===== config.mk =====
export PLATFORM = sky130hd
export DESIGN_NAME = qdma_mc_fifo_lut_flat
export DESIGN_NICKNAME = d
export VERILOG_FILES = /design/src/rtl/qdma_mc_fifo_lut_if.sv /design/src/rtl/qdma_mc_fifo_lut.sv /design/src/flat_wrapper.sv
export SDC_FILE = /design/constraint.sdc
export NUM_CORES = 2
export LEC_CHECK = 0
export BUFFER_PORTS_ARGS = -buffer_cell sky130_fd_sc_hd__buf_4
export CORE_MARGIN = 1.5
export CORE_UTILIZATION = 44
export DETAILED_ROUTE_END_ITERATION = 6
export PLACE_DENSITY_LB_ADDON = 0.1
export SYNTH_ARGS = -nofsm -noshare
export SYNTH_HDL_FRONTEND = slang
export SYNTH_MEMORY_MAX_BITS = 65536
export SYNTH_SLANG_ARGS = --single-unit

===== constraint.sdc =====
create_clock -name clk -period 26.1 [get_ports clk]
set_clock_uncertainty 0.15 [all_clocks]
set_input_delay 2.61 -clock clk [delete_from_list [all_inputs] [get_ports clk]]
set_output_delay 2.61 -clock clk [all_outputs]
set_load 0.03 [all_outputs]

===== src/rtl/qdma_mc_fifo_lut_if.sv =====
// Beat stream bundle used on both sides of the multi-channel FIFO.
// master drives the beat and its valid; slave returns ready.
interface qdma_mc_fifo_lut_if #(
  parameter int DATA_BITS = 128,
  parameter int SB_BITS   = 5,
  parameter int CH_BITS   = 2
);
  logic [DATA_BITS-1:0] data;
  logic [SB_BITS-1:0]   sb;
  logic                 last;
  logic [CH_BITS-1:0]   ch;
  logic                 vld;
  logic                 rdy;

  modport master (output data, output sb, output last, output ch, output vld, input rdy);
  modport slave  (input data, input sb, input last, input ch, input vld, output rdy);
endinterface


===== src/rtl/qdma_mc_fifo_lut.sv =====
// qdma_mc_fifo_lut: NUM_CH independent queues sharing one distributed RAM,
// per-channel upstream credit pools and a packet-atomic round-robin output.
// Optional store-and-forward mode: define QDMA_MC_FIFO_PKT_MODE_EN.
//
// Arbiter states:
//   state    | meaning
//   ARB_FREE | no packet in flight, round-robin from channel after last winner
//   ARB_LOCK | mid-packet on lock_ch, only lock_ch may load (waits if empty)
module qdma_mc_fifo_lut #(
  parameter int DATA_BITS  = 128,
  parameter int SB_BITS    = 5,
  parameter int NUM_CH     = 4,
  parameter int FIFO_DEPTH = 8,
  parameter int CH_BITS    = $clog2(NUM_CH),
  parameter int CNT_BITS   = $clog2(FIFO_DEPTH + 1),
  parameter int EN_CRDT    = 1
) (
  input  logic                       clk,
  input  logic                       rst_n,
  qdma_mc_fifo_lut_if.slave          in_s,
  qdma_mc_fifo_lut_if.master         out_m,
  input  logic                       crdt_req,
  input  logic [CH_BITS-1:0]         crdt_req_ch,
  input  logic [CNT_BITS-1:0]        crdt_req_cnt,
  output logic                       crdt_gnt,
  output logic [NUM_CH*CNT_BITS-1:0] ch_cnt,
  output logic [NUM_CH*CNT_BITS-1:0] ch_crdt,
  output logic                       ovrflow
);

  localparam int PTR_BITS = $clog2(FIFO_DEPTH);
  localparam int ENT_BITS = DATA_BITS + SB_BITS + 1;
  localparam int CW       = CNT_BITS + 1;
  localparam logic [CNT_BITS-1:0] DEPTH_C = CNT_BITS'(FIFO_DEPTH);

  typedef enum logic {ARB_FREE, ARB_LOCK} arb_e;

  // entry layout {data, sb, last}
  logic [ENT_BITS-1:0] mem [NUM_CH*FIFO_DEPTH];

  logic [PTR_BITS-1:0] wptr [NUM_CH];
  logic [PTR_BITS-1:0] rptr [NUM_CH];
  logic [CNT_BITS-1:0] cnt  [NUM_CH];
  logic [CNT_BITS-1:0] crdt [NUM_CH];
  logic [CNT_BITS-1:0] crdt_nxt [NUM_CH];
  logic [CW-1:0]       crdt_acc;
  logic [CW-1:0]       crdt_sum;

  arb_e                state, state_nxt;
  logic [CH_BITS-1:0]  lock_ch, lock_ch_nxt;
  logic [CH_BITS-1:0]  rr, rr_nxt;
  logic [CH_BITS-1:0]  cand;
  logic [NUM_CH-1:0]   elig;
  logic                win_vld;
  logic [CH_BITS-1:0]  win_ch;
  logic                load;
  logic [ENT_BITS-1:0] rd_ent;
  logic                in_rdy_c;
  logic                push;
  logic                ret;

  logic [DATA_BITS-1:0] out_data_q;
  logic [SB_BITS-1:0]   out_sb_q;
  logic                 out_last_q;
  logic [CH_BITS-1:0]   out_ch_q;
  logic                 out_vld_q;

  // Input acceptance: no bypass, so fullness is judged on current occupancy only
  always_comb begin
    in_rdy_c = (cnt[in_s.ch] < DEPTH_C);
`ifdef QDMA_MC_FIFO_PKT_MODE_EN
    // keep the last slot for an end-of-packet beat so a full queue holds a whole packet
    if (!in_s.last && (cnt[in_s.ch] >= DEPTH_C - CNT_BITS'(1)))
      in_rdy_c = 1'b0;
`endif
  end

  assign in_s.rdy = in_rdy_c;
  assign push     = in_s.vld & in_rdy_c;

`ifdef QDMA_MC_FIFO_PKT_MODE_EN
  logic [CNT_BITS-1:0] pkt_cnt [NUM_CH];

  // Complete packets per channel: count on last-beat push, release on last-beat pop
  always_ff @(posedge clk) begin
    if (!rst_n) begin
      for (int c = 0; c < NUM_CH; c++) pkt_cnt[c] <= '0;
    end else begin
      for (int c = 0; c < NUM_CH; c++) begin
        if ((push && in_s.last && in_s.ch == CH_BITS'(c)) &&
            !(load && rd_ent[0] && win_ch == CH_BITS'(c)))
          pkt_cnt[c] <= pkt_cnt[c] + CNT_BITS'(1);
        else if (!(push && in_s.last && in_s.ch == CH_BITS'(c)) &&
                 (load && rd_ent[0] && win_ch == CH_BITS'(c)))
          pkt_cnt[c] <= pkt_cnt[c] - CNT_BITS'(1);
      end
    end
  end

  // Store-and-forward eligibility: a complete packet is waiting
  always_comb begin
    for (int c = 0; c < NUM_CH; c++) elig[c] = (pkt_cnt[c] != '0);
  end
`else
  // Cut-through eligibility: any beat waiting
  always_comb begin
    for (int c = 0; c < NUM_CH; c++) elig[c] = (cnt[c] != '0);
  end
`endif

  // Arbiter state register
  always_ff @(posedge clk) begin
    if (!rst_n) begin
      state   <= ARB_FREE;
      lock_ch <= '0;
      rr      <= '0;
    end else begin
      state   <= state_nxt;
      lock_ch <= lock_ch_nxt;
      rr      <= rr_nxt;
    end
  end

  // Arbiter outputs: winner selection and output-register load strobe
  always_comb begin
    win_vld = 1'b0;
    win_ch  = lock_ch;
    cand    = '0;
    if (state == ARB_LOCK) begin
      // the rest of the packet is already buffered in pkt mode, so cnt>0 suffices
      win_vld = (cnt[lock_ch] != '0);
    end else begin
      // scan from the highest offset down so the nearest eligible channel wins
      for (int i = NUM_CH - 1; i >= 0; i--) begin
        cand = rr + CH_BITS'(i);
        if (elig[cand]) begin
          win_vld = 1'b1;
          win_ch  = cand;
        end
      end
    end
    load   = (!out_vld_q | out_m.rdy) & win_vld;
    rd_ent = mem[{win_ch, rptr[win_ch]}];
  end

  // Arbiter next state: last=0 locks onto the channel, last=1 frees and advances RR
  always_comb begin
    state_nxt   = state;
    lock_ch_nxt = lock_ch;
    rr_nxt      = rr;
    if (load) begin
      if (rd_ent[0]) begin
        state_nxt = ARB_FREE;
        rr_nxt    = win_ch + CH_BITS'(1);
      end else begin
        state_nxt   = ARB_LOCK;
        lock_ch_nxt = win_ch;
      end
    end
  end

  // Shared RAM write; contents are deliberately not reset
  always_ff @(posedge clk) begin
    if (push) mem[{in_s.ch, wptr[in_s.ch]}] <= {in_s.data, in_s.sb, in_s.last};
  end

  // Per-channel pointers and occupancy; pointers wrap naturally at FIFO_DEPTH
  always_ff @(posedge clk) begin
    if (!rst_n) begin
      for (int c = 0; c < NUM_CH; c++) begin
        wptr[c] <= '0;
        rptr[c] <= '0;
        cnt[c]  <= '0;
      end
    end else begin
      for (int c = 0; c < NUM_CH; c++) begin
        if (push && in_s.ch == CH_BITS'(c)) wptr[c] <= wptr[c] + PTR_BITS'(1);
        if (load && win_ch == CH_BITS'(c)) rptr[c] <= rptr[c] + PTR_BITS'(1);
        if ((push && in_s.ch == CH_BITS'(c)) && !(load && win_ch == CH_BITS'(c)))
          cnt[c] <= cnt[c] + CNT_BITS'(1);
        else if (!(push && in_s.ch == CH_BITS'(c)) && (load && win_ch == CH_BITS'(c)))
          cnt[c] <= cnt[c] - CNT_BITS'(1);
      end
    end
  end

  // Output register
  always_ff @(posedge clk) begin
    if (!rst_n) begin
      out_vld_q  <= 1'b0;
      out_data_q <= '0;
      out_sb_q   <= '0;
      out_last_q <= 1'b0;
      out_ch_q   <= '0;
    end else if (load) begin
      out_vld_q                            <= 1'b1;
      {out_data_q, out_sb_q, out_last_q}   <= rd_ent;
      out_ch_q                             <= win_ch;
    end else if (out_m.rdy) begin
      out_vld_q <= 1'b0;
    end
  end

  assign out_m.data = out_data_q;
  assign out_m.sb   = out_sb_q;
  assign out_m.last = out_last_q;
  assign out_m.ch   = out_ch_q;
  assign out_m.vld  = out_vld_q;

  // Credit grant: a pop on the requested channel this cycle counts as returned
  always_comb begin
    ret      = load && (win_ch == crdt_req_ch);
    crdt_sum = {1'b0, crdt[crdt_req_ch]} + CW'(ret);
    crdt_gnt = (EN_CRDT != 0) && crdt_req && (crdt_sum >= {1'b0, crdt_req_cnt});
  end

  // Next credit balance per channel, capped at FIFO_DEPTH
  always_comb begin
    crdt_acc = '0;
    for (int c = 0; c < NUM_CH; c++) begin
      crdt_acc = {1'b0, crdt[c]};
      if (load && win_ch == CH_BITS'(c)) crdt_acc = crdt_acc + CW'(1);
      if (crdt_gnt && crdt_req_ch == CH_BITS'(c)) crdt_acc = crdt_acc - {1'b0, crdt_req_cnt};
      if (crdt_acc > {1'b0, DEPTH_C}) crdt_acc = {1'b0, DEPTH_C};
      crdt_nxt[c] = crdt_acc[CNT_BITS-1:0];
    end
  end

  // Credit pools and sticky overflow flag
  always_ff @(posedge clk) begin
    if (!rst_n) begin
      for (int c = 0; c < NUM_CH; c++) crdt[c] <= (EN_CRDT != 0) ? DEPTH_C : '0;
      ovrflow <= 1'b0;
    end else if (EN_CRDT != 0) begin
      for (int c = 0; c < NUM_CH; c++) crdt[c] <= crdt_nxt[c];
      if (in_s.vld && !in_rdy_c) ovrflow <= 1'b1;
    end
  end

  for (genvar g = 0; g < NUM_CH; g++) begin : g_flat
    assign ch_cnt[g*CNT_BITS +: CNT_BITS]  = cnt[g];
    assign ch_crdt[g*CNT_BITS +: CNT_BITS] = crdt[g];
  end

endmodule

===== src/flat_wrapper.sv =====
// flat-port wrapper written by rule: the top's interface ports become plain ports
module qdma_mc_fifo_lut_flat 
#(
  parameter int DATA_BITS  = 128,
  parameter int SB_BITS    = 5,
  parameter int NUM_CH     = 4,
  parameter int FIFO_DEPTH = 8,
  parameter int CH_BITS    = $clog2(NUM_CH),
  parameter int CNT_BITS   = $clog2(FIFO_DEPTH + 1),
  parameter int EN_CRDT    = 1
)
  (clk, rst_n, crdt_req, crdt_req_ch, crdt_req_cnt, crdt_gnt, ch_cnt, ch_crdt, ovrflow, in_s_data, in_s_sb, in_s_last, in_s_ch, in_s_vld, in_s_rdy, out_m_data, out_m_sb, out_m_last, out_m_ch, out_m_vld, out_m_rdy);
  qdma_mc_fifo_lut_if #(.DATA_BITS(DATA_BITS), .SB_BITS(SB_BITS), .CH_BITS(CH_BITS)) in_s_i ();
  qdma_mc_fifo_lut_if #(.DATA_BITS(DATA_BITS), .SB_BITS(SB_BITS), .CH_BITS(CH_BITS)) out_m_i ();
  input  logic clk;
  input  logic rst_n;
  input  logic crdt_req;
  input  logic [CH_BITS-1:0] crdt_req_ch;
  input  logic [CNT_BITS-1:0] crdt_req_cnt;
  output logic crdt_gnt;
  output logic [NUM_CH*CNT_BITS-1:0] ch_cnt;
  output logic [NUM_CH*CNT_BITS-1:0] ch_crdt;
  output logic ovrflow;
  input wire logic [$bits(in_s_i.data)-1:0] in_s_data;
  input wire logic [$bits(in_s_i.sb)-1:0] in_s_sb;
  input wire logic [$bits(in_s_i.last)-1:0] in_s_last;
  input wire logic [$bits(in_s_i.ch)-1:0] in_s_ch;
  input wire logic [$bits(in_s_i.vld)-1:0] in_s_vld;
  output wire logic [$bits(in_s_i.rdy)-1:0] in_s_rdy;
  output wire logic [$bits(out_m_i.data)-1:0] out_m_data;
  output wire logic [$bits(out_m_i.sb)-1:0] out_m_sb;
  output wire logic [$bits(out_m_i.last)-1:0] out_m_last;
  output wire logic [$bits(out_m_i.ch)-1:0] out_m_ch;
  output wire logic [$bits(out_m_i.vld)-1:0] out_m_vld;
  input wire logic [$bits(out_m_i.rdy)-1:0] out_m_rdy;
  assign in_s_i.data = in_s_data;
  assign in_s_i.sb = in_s_sb;
  assign in_s_i.last = in_s_last;
  assign in_s_i.ch = in_s_ch;
  assign in_s_i.vld = in_s_vld;
  assign in_s_rdy = in_s_i.rdy;
  assign out_m_data = out_m_i.data;
  assign out_m_sb = out_m_i.sb;
  assign out_m_last = out_m_i.last;
  assign out_m_ch = out_m_i.ch;
  assign out_m_vld = out_m_i.vld;
  assign out_m_i.rdy = out_m_rdy;
  qdma_mc_fifo_lut #(.DATA_BITS(DATA_BITS), .SB_BITS(SB_BITS), .NUM_CH(NUM_CH), .FIFO_DEPTH(FIFO_DEPTH), .CH_BITS(CH_BITS), .CNT_BITS(CNT_BITS), .EN_CRDT(EN_CRDT)) u_core (.clk(clk), .rst_n(rst_n), .in_s(in_s_i), .out_m(out_m_i), .crdt_req(crdt_req), .crdt_req_ch(crdt_req_ch), .crdt_req_cnt(crdt_req_cnt), .crdt_gnt(crdt_gnt), .ch_cnt(ch_cnt), .ch_crdt(ch_crdt), .ovrflow(ovrflow));
endmodule

==> run_results.csv <==
group,metric,value,unit
cells_and_area,finalNetCount,8871,
die,design.core.area,0.389,mm^2
critical_path,crit_path_end_kind,"output port",
run_status,violations,"design-rule violations",
yosys,synthTopCellsByArea,"sky130_fd_sc_hd__edfxtp_1 (76%), sky130_fd_sc_hd__mux4_2 (14%), sky130_fd_sc_hd__dfxtp_1 (1.9%), sky130_fd_sc_hd__nand2_1 (1.8%), sky130_fd_sc_hd__nand3_1 (1.1%)",
yosys,synth.largest_area_cell,"sky130_fd_sc_hd__edfxtp_1",
critical_path,setup.worst_path.start_class,"flop",
placement,routabilityCongestion,0.756,
sta,maxClockFrequency,115,MHz
yosys,async_flop_share,0,%
sta,fin_tns_setup,0,ns
sta,hold_viol,0,
global_route,grt_most_used_layer,"met2",
power_and_ir_drop,cellLeakagePower,62.7,nW
global_route,gr-usage-all-layers,24.7,%
cells_and_area,syn_to_final_growth,13.9,%
global_route,number_of_antenna_violations_at_the_first_check_in_global_routing,42,
yosys,ys_types,75,
global_route,grt_pass1_vias,87300,
sta,worstMarginPinSlew,1.30,ns
clocking,clk_root_buffer_cell,"sky130_fd_sc_hd__clkbuf_16",
yosys,synth_xor_xnor_area_share,0.224,%
critical_path,crit_fanout,38,
global_route,grt_first_pass_wirelength,679000,um
yosys,most_used_flip_flop_cell_after_synthesis,"sky130_fd_sc_hd__edfxtp_1",
yosys,postSynthRegisterBits,4489,
job,drv.max_cap_violation_count,0,
die,floorplan.initialDensity,44.2,%
detailed_routing,dr.pass1.iters,7,
global_route,grtUsageMet2,40.1,%
yosys,yosysSeqAreaShare,77.5,%
die,io_pins,319,
power_and_ir_drop,finalPower,25.6,mW
sta,report.final.setup_viol,0,
clocking,cts_tree,"built",
detailed_routing,totalWireLength,490000,um
global_route,largest_net_degree_at_the_start_of_global_routing,133,
global_route,globalRouteMet3Util,4.49,%
sta,layout_worst_path_cycle_share,33.2,%
global_route,residual_overflow_from_global_routing,0,
yosys,largest_family_of_logic_cells_by_synthesized_area,"multiplexers",
clocking,clkLatencyLatePin,0.99,ns
cells_and_area,drive_gt1_share,25.7,%
yosys,synth.avg_cell_area,21.1,um^2
yosys,netlist.area_leader.share,75.7,%
run_status,outcome,"finished with violations",
cells_and_area,final.fill_count,31000,
die,dieWidth,628,um
die,fp.dieArea,0.394,mm^2
power_and_ir_drop,power_density_normalized_to_cell_area,131,mW/mm^2
placement,post-dp-hpwl,235000,um
yosys,synthesis.area,0.172,mm^2
clocking,ctsHoldBuffers,0,
clocking,htree_levels,5,
clocking,cts_resized,0,
clocking,clk_pin_slew_worst_paths,0.06,ns
die,num_rows,229,
power_and_ir_drop,ir_drop_worst_vdd,0.000219,V
critical_path,cp.arrival,5.91,ns
detailed_routing,post_drt_wl_per_cell,34.3,um
detailed_routing,vias,86100,
detailed_routing,drt-vias-per-instance,6.03,
die,dieHeight,628,um
clocking,cts_max_path_buffers,4,
placement,port_buffers,318,
yosys,synth-compound-area-share,2.21,%
detailed_routing,drt-initial-drc-count,9462,
sta,unrepaired_setup_endpoints_after_global_routing,"false",
clocking,clock_sink_count,4489,
yosys,synthesized_netlist_cell_count,8156,
global_route,globalRouteMet1Util,35.0,%
yosys,synthesis.nets,8356,
min_path,timing.hold.worst.class,"reg2reg",
yosys,yosys.area_share.simple,3.38,%
yosys,post_synth_edffs,4328,
yosys,ys.warnings.count,0,
detailed_routing,remaining_drc_errors,48,
clocking,cts.repair_timing.setup_buffer_count,0,
sta,layout_min_cycle_time,8.67,ns
sta,worst_slew_margin_rel,13.2,%
clocking,tritoncts.num_buffers,462,
detailed_routing,antenna_violating_nets_post_route,0,
yosys,synthAdderAreaFrac,0.417,%
yosys,synth_mux_area_share,14.9,%
sta,timing_max_transition_violations_final,0,
critical_path,critPathKind,"reg2out",
critical_path,critical_path_rt,23.34,ns
Yosys cell counts (all sizes together), types with 5 or more instances:
master  instances
a211oi         83
a21o           13
a21oi         174
a22o           76
a32o           59
and2           10
and3            9
and4            5
buf           248
clkbuf        207
dfxtp         161
edfxtp       4328
fa              7
ha             46
inv            26
mux2            7
mux2i         136
mux4         1073
nand2         812
nand2b          6
nand3         368
nand4          14
nor2           92
nor2b           9
nor3           10
o21ai          18
o221ai         60
xnor2          36
xor2            8
path summary, 6_finish.rpt:
check / start / slack [ns] / to / depth (start not counted)
min reg2reg: u_core.out_m.last / 0.32 / u_core.out_m.last / 2
max reg2reg: u_core.cnt[3][0] / 17.91 / u_core.out_m.sb[2] / 16
max: u_core.cnt[3][0] / 17.43 / crdt_gnt / 17
min: u_core.out_m.last / 0.32 / u_core.out_m.last / 2
cell usage in the layout (no fill, tap or decap), drive strengths merged, types with 10 or more instances in the layout:
| cell | count |
|---|---|
| a22o | 76 |
| clkinv | 180 |
| xnor2 | 36 |
| nand3 | 368 |
| inv | 42 |
| dfxtp | 161 |
| o21ai | 18 |
| bufinv | 35 |
| mux2i | 136 |
| mux4 | 1073 |
| edfxtp | 4328 |
| a21o | 13 |
| a21oi | 174 |
| clkinvlp | 10 |
| a32o | 59 |
| buf | 506 |
| and2 | 10 |
| clkbuf | 628 |
| nand4 | 14 |
| o221ai | 60 |
| nand2 | 812 |
| nor2 | 92 |
| nor3 | 10 |
| ha | 46 |
| a211oi | 83 |
where the power goes:
group	internal (mW)	switching (mW)	leakage, nW	total [mW]
sequential	8.09	0.153	40.3	8.24
combinational	4.80	6.02	15.0	10.8
clock	3.75	2.78	7.35	6.53
flip-flops by register name, summed over array words and instances, names as in the netlist, named ones only:
name and count:
u_core.out_m.data 128, u_core.state 1, u_core.out_m.sb 5, u_core.cnt 16
u_core.out_m.last 1, u_core.rptr 12, u_core.lock_ch 2, u_core.ovrflow 1
u_core.rr 2, u_core.out_m.vld 1, u_core.out_m.ch 2, u_core.wptr 12
u_core.mem 4288, u_core.crdt 16
metal layers:
metal,vias to the layer above,wire [um]
met1,47200,206000
li1,34900,-
met3,645,36600
met4,20,10500
met2,3388,236000
met5,-,122
per-stage QoR:
| stage | utilization (%) | instances | hold WS (ns) | area [um^2] | worst slack (ns) |
|---|---|---|---|---|---|
| global route | 50.3 | 14300 | 0.355 | 196000 | 17.03 |
| finish | 50.3 | 14300 | 0.324 | 196000 | 17.43 |
| global placement | 46.5 | 13400 | 0.326 | 181000 | 17.51 |
| CTS | 50.3 | 14300 | 0.340 | 196000 | 17.28 |
| detailed placement | 46.5 | 13400 | 0.329 | 181000 | 17.48 |
| floorplan | - | 8156 | 0.352 | 172000 | 11.52 |
cell families (layout without fill, tap and decap cells):
| kind of cell | Yosys count | after routing |
|---|---|---|
| AOI/OAI and AO/OA | 519 | 519 |
| xor gates and xnor gates | 44 | 44 |
| adders and majority gates | 53 | 53 |
| buffers and inverters | 481 | 1401 |
| DFF | 4489 | 4489 |
| muxes | 1216 | 1216 |
| other | 0 | 9 |
| and+or+nand+nor | 1354 | 1354 |
critical path: stages (launching register included):
cell	delay (ns)
sky130_fd_sc_hd__edfxtp_1	0.48
sky130_fd_sc_hd__inv_1	0.09
sky130_fd_sc_hd__ha_1	0.20
sky130_fd_sc_hd__nor3b_1	0.53
sky130_fd_sc_hd__a21oi_1	0.21
sky130_fd_sc_hd__o221a_2	0.35
sky130_fd_sc_hd__nor2_4	0.31
sky130_fd_sc_hd__buf_4	0.70
sky130_fd_sc_hd__xnor2_1	0.19
sky130_fd_sc_hd__nor3_1	0.07
sky130_fd_sc_hd__ha_1	0.23
sky130_fd_sc_hd__ha_1	0.30
sky130_fd_sc_hd__ha_1	0.28
sky130_fd_sc_hd__a21o_1	0.11
sky130_fd_sc_hd__a21o_1	0.11
sky130_fd_sc_hd__a21oi_1	0.06
sky130_fd_sc_hd__a21boi_0	0.41
sky130_fd_sc_hd__buf_4	0.25
layout make-up:
type                            instances  area, um^2  area share, %
Clock buffer                          628       12700           6.49
Multi-Input combinational cell       3186       36600           18.7
Antenna cell                            9        22.5         0.0115
Inverter                               26         118         0.0601
Timing Repair Buffer                  506        4190           2.14
Sequential cell                      4489      133000           68.1
Clock inverter                        241        2250           1.15
Tap cell                             5197        6500           3.32
No activity file was read; power rests on OpenSTA's default activity.
